File: config.mk
export PLATFORM = sky130hd
export DESIGN_NAME = tug_referee
export DESIGN_NICKNAME = d
export VERILOG_FILES = /design/src/rtl/tug_pkg.sv /design/src/rtl/score_seg7.sv /design/src/rtl/tug_referee.sv
export SDC_FILE = /design/constraint.sdc
export NUM_CORES = 1
export LEC_CHECK = 0
export CORE_MARGIN = 4
export CORE_UTILIZATION = 48
export DETAILED_ROUTE_END_ITERATION = 10
export PLACE_DENSITY_LB_ADDON = 0.2
export SETUP_SLACK_MARGIN = 0.02
export SLEW_MARGIN = 30
export SYNTH_ARGS = -nofsm -noshare
export SYNTH_HDL_FRONTEND = slang
export SYNTH_SLANG_ARGS = --single-unit
File: constraint.sdc
create_clock -name clk -period 2.7 [get_ports clk]
set_clock_uncertainty 0.15 [all_clocks]
set_input_delay 0.405 -clock clk [delete_from_list [all_inputs] [get_ports clk]]
set_output_delay 0.405 -clock clk [all_outputs]
set_load 0.005 [all_outputs]
File: src/rtl/tug_pkg.sv
// Shared types and constants for the tug-of-war referee: FSM states,
// score width, match-winner encodings and the active-low 7-segment table.
package tug_pkg;

  localparam int SCORE_W = 3;

  typedef enum logic [1:0] {
    ST_PLAY    = 2'd0,
    ST_LOCKOUT = 2'd1,
    ST_DONE    = 2'd2
  } state_e;

  localparam logic [1:0] CHAMP_NONE  = 2'b00;
  localparam logic [1:0] CHAMP_LEFT  = 2'b10;
  localparam logic [1:0] CHAMP_RIGHT = 2'b01;

  // Segment order is {g,f,e,d,c,b,a}; a 0 lights the segment.
  function automatic logic [6:0] seg7_decode(input logic [SCORE_W-1:0] digit);
    logic [6:0] seg;
    case (digit)
      3'd0:    seg = 7'b1000000;
      3'd1:    seg = 7'b1111001;
      3'd2:    seg = 7'b0100100;
      3'd3:    seg = 7'b0110000;
      3'd4:    seg = 7'b0011001;
      3'd5:    seg = 7'b0010010;
      3'd6:    seg = 7'b0000010;
      default: seg = 7'b1111000;
    endcase
    return seg;
  endfunction

endpackage

File: src/rtl/score_seg7.sv
// Combinational score-to-display decode, one instance per player.
module score_seg7
  import tug_pkg::*;
(
  input  logic [SCORE_W-1:0] score_i,
  output logic [6:0]         seg_o
);

  assign seg_o = seg7_decode(score_i);

endmodule

File: src/rtl/tug_referee.sv
// Referee for the tug-of-war game: detects round wins at the playfield ends,
// keeps scores, gates presses during the post-round lockout and declares the match winner.
module tug_referee
  import tug_pkg::*;
#(
  parameter int WIN_SCORE   = 7,
  parameter int LOCK_CYCLES = 4
) (
  input  logic               clk,
  input  logic               reset,
  input  logic               L,
  input  logic               R,
  input  logic [9:1]         led,
  output logic               wL,
  output logic               wR,
  output logic               play_en,
  output logic [SCORE_W-1:0] scoreL,
  output logic [SCORE_W-1:0] scoreR,
  output logic [6:0]         hexL,
  output logic [6:0]         hexR,
  output logic [1:0]         champ
);

  localparam logic [SCORE_W-1:0] WIN_Q  = SCORE_W'(WIN_SCORE);
  localparam logic [7:0]         LOCK_Q = 8'(LOCK_CYCLES);

  state_e             state_q, state_d;
  logic [7:0]         cnt_q, cnt_d;
  logic               wl_q, wl_d;
  logic               wr_q, wr_d;
  logic               pe_q, pe_d;
  logic [SCORE_W-1:0] score_l_q, score_l_d;
  logic [SCORE_W-1:0] score_r_q, score_r_d;
  logic [1:0]         champ_q, champ_d;
  logic               win_l, win_r;
  logic               unused_led;

  // Only the two end lights decide a round; the interior is irrelevant here.
  assign unused_led = ^led[8:2];

  assign win_l = (state_q == ST_PLAY) && L && !R && led[9];
  assign win_r = (state_q == ST_PLAY) && R && !L && led[1];

  always_comb begin
    state_d   = state_q;
    cnt_d     = cnt_q;
    wl_d      = 1'b0;
    wr_d      = 1'b0;
    score_l_d = score_l_q;
    score_r_d = score_r_q;
    champ_d   = champ_q;
    case (state_q)
      ST_PLAY: begin
        if (win_l && (score_l_q < WIN_Q)) begin
          wl_d      = 1'b1;
          score_l_d = score_l_q + 1'b1;
          if (score_l_d == WIN_Q) begin
            state_d = ST_DONE;
            champ_d = CHAMP_LEFT;
          end else begin
            state_d = ST_LOCKOUT;
            cnt_d   = LOCK_Q;
          end
        end else if (win_r && (score_r_q < WIN_Q)) begin
          wr_d      = 1'b1;
          score_r_d = score_r_q + 1'b1;
          if (score_r_d == WIN_Q) begin
            state_d = ST_DONE;
            champ_d = CHAMP_RIGHT;
          end else begin
            state_d = ST_LOCKOUT;
            cnt_d   = LOCK_Q;
          end
        end
      end
      // The counter holds the remaining gated cycles, including the current one.
      ST_LOCKOUT: begin
        if (cnt_q > 8'd1) begin
          cnt_d = cnt_q - 8'd1;
        end else begin
          cnt_d   = 8'd0;
          state_d = ST_PLAY;
        end
      end
      ST_DONE: ;
      default: state_d = ST_PLAY;
    endcase
    pe_d = (state_d == ST_PLAY);
  end

  always_ff @(posedge clk) begin
    if (reset) begin
      state_q   <= ST_PLAY;
      cnt_q     <= 8'd0;
      wl_q      <= 1'b0;
      wr_q      <= 1'b0;
      pe_q      <= 1'b1;
      score_l_q <= '0;
      score_r_q <= '0;
      champ_q   <= CHAMP_NONE;
    end else begin
      state_q   <= state_d;
      cnt_q     <= cnt_d;
      wl_q      <= wl_d;
      wr_q      <= wr_d;
      pe_q      <= pe_d;
      score_l_q <= score_l_d;
      score_r_q <= score_r_d;
      champ_q   <= champ_d;
    end
  end

  assign wL      = wl_q;
  assign wR      = wr_q;
  assign play_en = pe_q;
  assign scoreL  = score_l_q;
  assign scoreR  = score_r_q;
  assign champ   = champ_q;

  score_seg7 u_seg_l (.score_i(score_l_q), .seg_o(hexL));
  score_seg7 u_seg_r (.score_i(score_r_q), .seg_o(hexR));

endmodule

==> flow_metrics.env <==
export IMPL_syn_area_mm2=0.001414
export IMPL_start_util_pct=50.83
export IMPL_dp_slack_ns=0.3095
export IMPL_drive_gt1_share_pct=12.68
export IMPL_grt_max_degree=13
export IMPL_multi_input_area_um2=943.4
export IMPL_synth_warnings=0
export IMPL_ys_seq_area_share_pct=29.73
export IMPL_drtPass1Iterations=4
export IMPL_cts_setup_buffers=0
export IMPL_yosys_area_top_type="dfxtp_1"
export IMPL_ys_async_sr_fraction_pct=0
export IMPL_syn_nets=202
export IMPL_cp_end_kind="output port"
export IMPL_timing_final_ws_setup_ns=0.1657
export IMPL_fin_crit_sh_pct=93.86
export IMPL_cts_buffer_depth=2
export IMPL_grt_use_total_pct=16.26
export IMPL_critPathTopFamily="buffers and inverters"
export IMPL_clk_pin_slew_ns=0.11
export IMPL_path_max_fanout=7
export IMPL_syn_avg_cell_area_um2=8.079
export IMPL_ys_types=42
export IMPL_fin_util_pct=64.91
export IMPL_fill_cells=245
export IMPL_fp_dieH_um=62.27
export IMPL_dieArea_mm2=0.003878
export IMPL_status="complete, no violations"
export IMPL_tns_ns=0
export IMPL_grt_pass1_wl_um=5464
export IMPL_die_w_um=62.27
export IMPL_crit_type="flop to output port"
export IMPL_startpoint_type="flop"
export IMPL_drtAntennaViolNets=0
export IMPL_drt_iter0_drc=97
export IMPL_worstPathRequired_ns=2.14
export IMPL_io_buffers=30
export IMPL_grt_pass1_vias=1245
export IMPL_viasPerCell=5.640
export IMPL_rows=19
export IMPL_cp_common_cell="nor3_1"
export IMPL_wl_per_cell_um=13.47
export IMPL_hp_start="champ[1]"
export IMPL_slew_headroom_pct=46.30
export IMPL_path_buf_inv=2
export IMPL_power_leakage_nw=0.6915
export IMPL_antenna_found_initial=0
export IMPL_placed_cells=232
export IMPL_io_pins=38
export IMPL_cts_htree_levels=1
export IMPL_synth_area_leaders="dfxtp_1 30%, ha_1 12%, nor2_1 5.0%, inv_1 3.7%, nor3_1 3.5%"
export IMPL_cts_root_buf="clkbuf_4"
export IMPL_register_area_um2=435.4
export IMPL_crit_chain="inv_1 -> ha_1 -> nor3_1 -> nor3_1 -> a31oi_2 -> clkdlybuf4s50_1"
export IMPL_clk_latency_ns=0.31
export IMPL_clock_sink_count=21
export IMPL_wirelength_um=3180
export IMPL_synth_seq_cells=21
export IMPL_core_mm2=0.002781
export IMPL_grt_overflow=0
export IMPL_arrival_ns=1.98
export IMPL_hpwl_um=2423
export IMPL_hold_path_class="flop to flop"
export IMPL_gp_congestion=0.8111
export IMPL_timing_rr_start="scoreL[2]"
export IMPL_finalPower_mw=0.7200
export IMPL_final_hold_viol_count=0
export IMPL_powerDensity_mw_per_mm2=398.8
export IMPL_tightest_slew_ns=0.7981
export IMPL_cap_violations=0
export IMPL_antennaDiodeCount=0
export IMPL_post_dp_cell_area_mm2=0.001737
export IMPL_syn2layout_area_growth_pct=27.70
export IMPL_fmax_mhz=394.6
export IMPL_nets=233
export IMPL_rsz0062_at_grt="false"
export IMPL_stdcell_count=236
export IMPL_ir_drop_uv=316.8
export IMPL_startpoint="scoreR[1]"
export IMPL_route_detailed_drc=0
export IMPL_numCtsBuffers=3
export IMPL_cts_tree="yes"
export IMPL_maxSlewViolCount=0
export IMPL_synth_edf_count=0
export IMPL_finalSetupViolCount=0
export IMPL_cpMaxStageDelayCell="clkdlybuf4s50_1"
export IMPL_cpPeakStageDelay_ns=0.52
export IMPL_synthCells=175
export IMPL_fin_crit_ns=2.534
export IMPL_yosysTopAreaCellShare_pct=29.73
export IMPL_synthFlopType="dfxtp_1"
export IMPL_holdWs_ns=0.3444
export IMPL_vias=1331
export IMPL_final_area_mm2=0.001805
-- kinds of logic after synthesis --
kind of cell | Yosys count | share of synthesized area (%)
flops | 21 | 29.73
fa+ha+maj | 14 | 12.39
compound gates | 43 | 22.66
simple gates | 73 | 26.37
xor+xnor | 3 | 1.859
mux | 2 | 1.593
buf+inv | 19 | 5.398
-- tightest hold or removal path, delay by kind of cell (launching register included) --
kind	cells	cell delay, ns
AOI/OAI and AO/OA	2	0.13
DFF	1	0.33
-- timing repair --
item	4_1_cts	5_1_grt
hold buffers	0	0
endpoints found under the setup margin	5	6
pin swaps	0	1
gates resized for setup	4	12
-- worst paths after layout --
| check | endpoint | slack, ns | cells past startpoint |
|---|---|---|---|
| max | hexR[4] | 0.17 | 6 |
| min | champ[1] | 0.34 | 2 |
| max reg2reg | cnt_q[4] | 0.41 | 6 |
| min reg2reg | champ[1] | 0.34 | 2 |
-- cells in the mapped netlist, types with 2 or more instances --
library cell / number
and2_1: 2
a21o_1: 2
nand2_1: 11
mux2_2: 2
and3b_1: 2
dfxtp_1: 21
xnor2_1: 2
nor3_1: 10
inv_1: 14
nand3_1: 9
and3_1: 2
nor2_1: 19
o21ai_0: 9
clkbuf_1: 3
a211oi_1: 6
a21oi_1: 8
nor2b_1: 7
ha_1: 14
o21a_1: 2
or3_1: 2
a31o_2: 2
a31oi_1: 6
-- where the power goes --
part	leakage, nW	internal [mW]	switching (mW)
Clock	0.0177	0.0553	0.101
Sequential	0.174	0.323	0.0238
Combinational	0.500	0.113	0.104
-- layout make-up --
cell class	instances	share of cell area (%)
multi-input cells	135	52.25
clock inverters	1	0.2772
flip-flops and latches	21	24.12
clock buffers	3	1.247
inverters	14	2.911
well taps	31	2.148
repair buffers	31	17.05
-- registers in the layout, indices dropped and copies added, names as in the netlist --
signal	flops
wL	1
scoreL	3
scoreR	3
wR	1
state_q	2
cnt_q	8
champ	2
play_en	1
-- metal layers --
metal	track usage, %	wire [um]
met5	0	0
met4	2.918	13
met3	4.685	115
met2	26.55	1533
met1	21.41	1517
-- placed cells by master (no fill, tap or decap), types with 7 or more instances in the layout --
master	synthesis	routed
nand2_1	11	11
clkdlybuf4s50_1	0	30
a21oi_1	8	8
nand3_1	9	9
nor2b_1	7	7
ha_1	14	10
o21ai_0	9	9
nor3_1	10	9
dfxtp_1	21	17
nor2_1	19	17
inv_1	14	14
(Power assumes the default switching activity.)
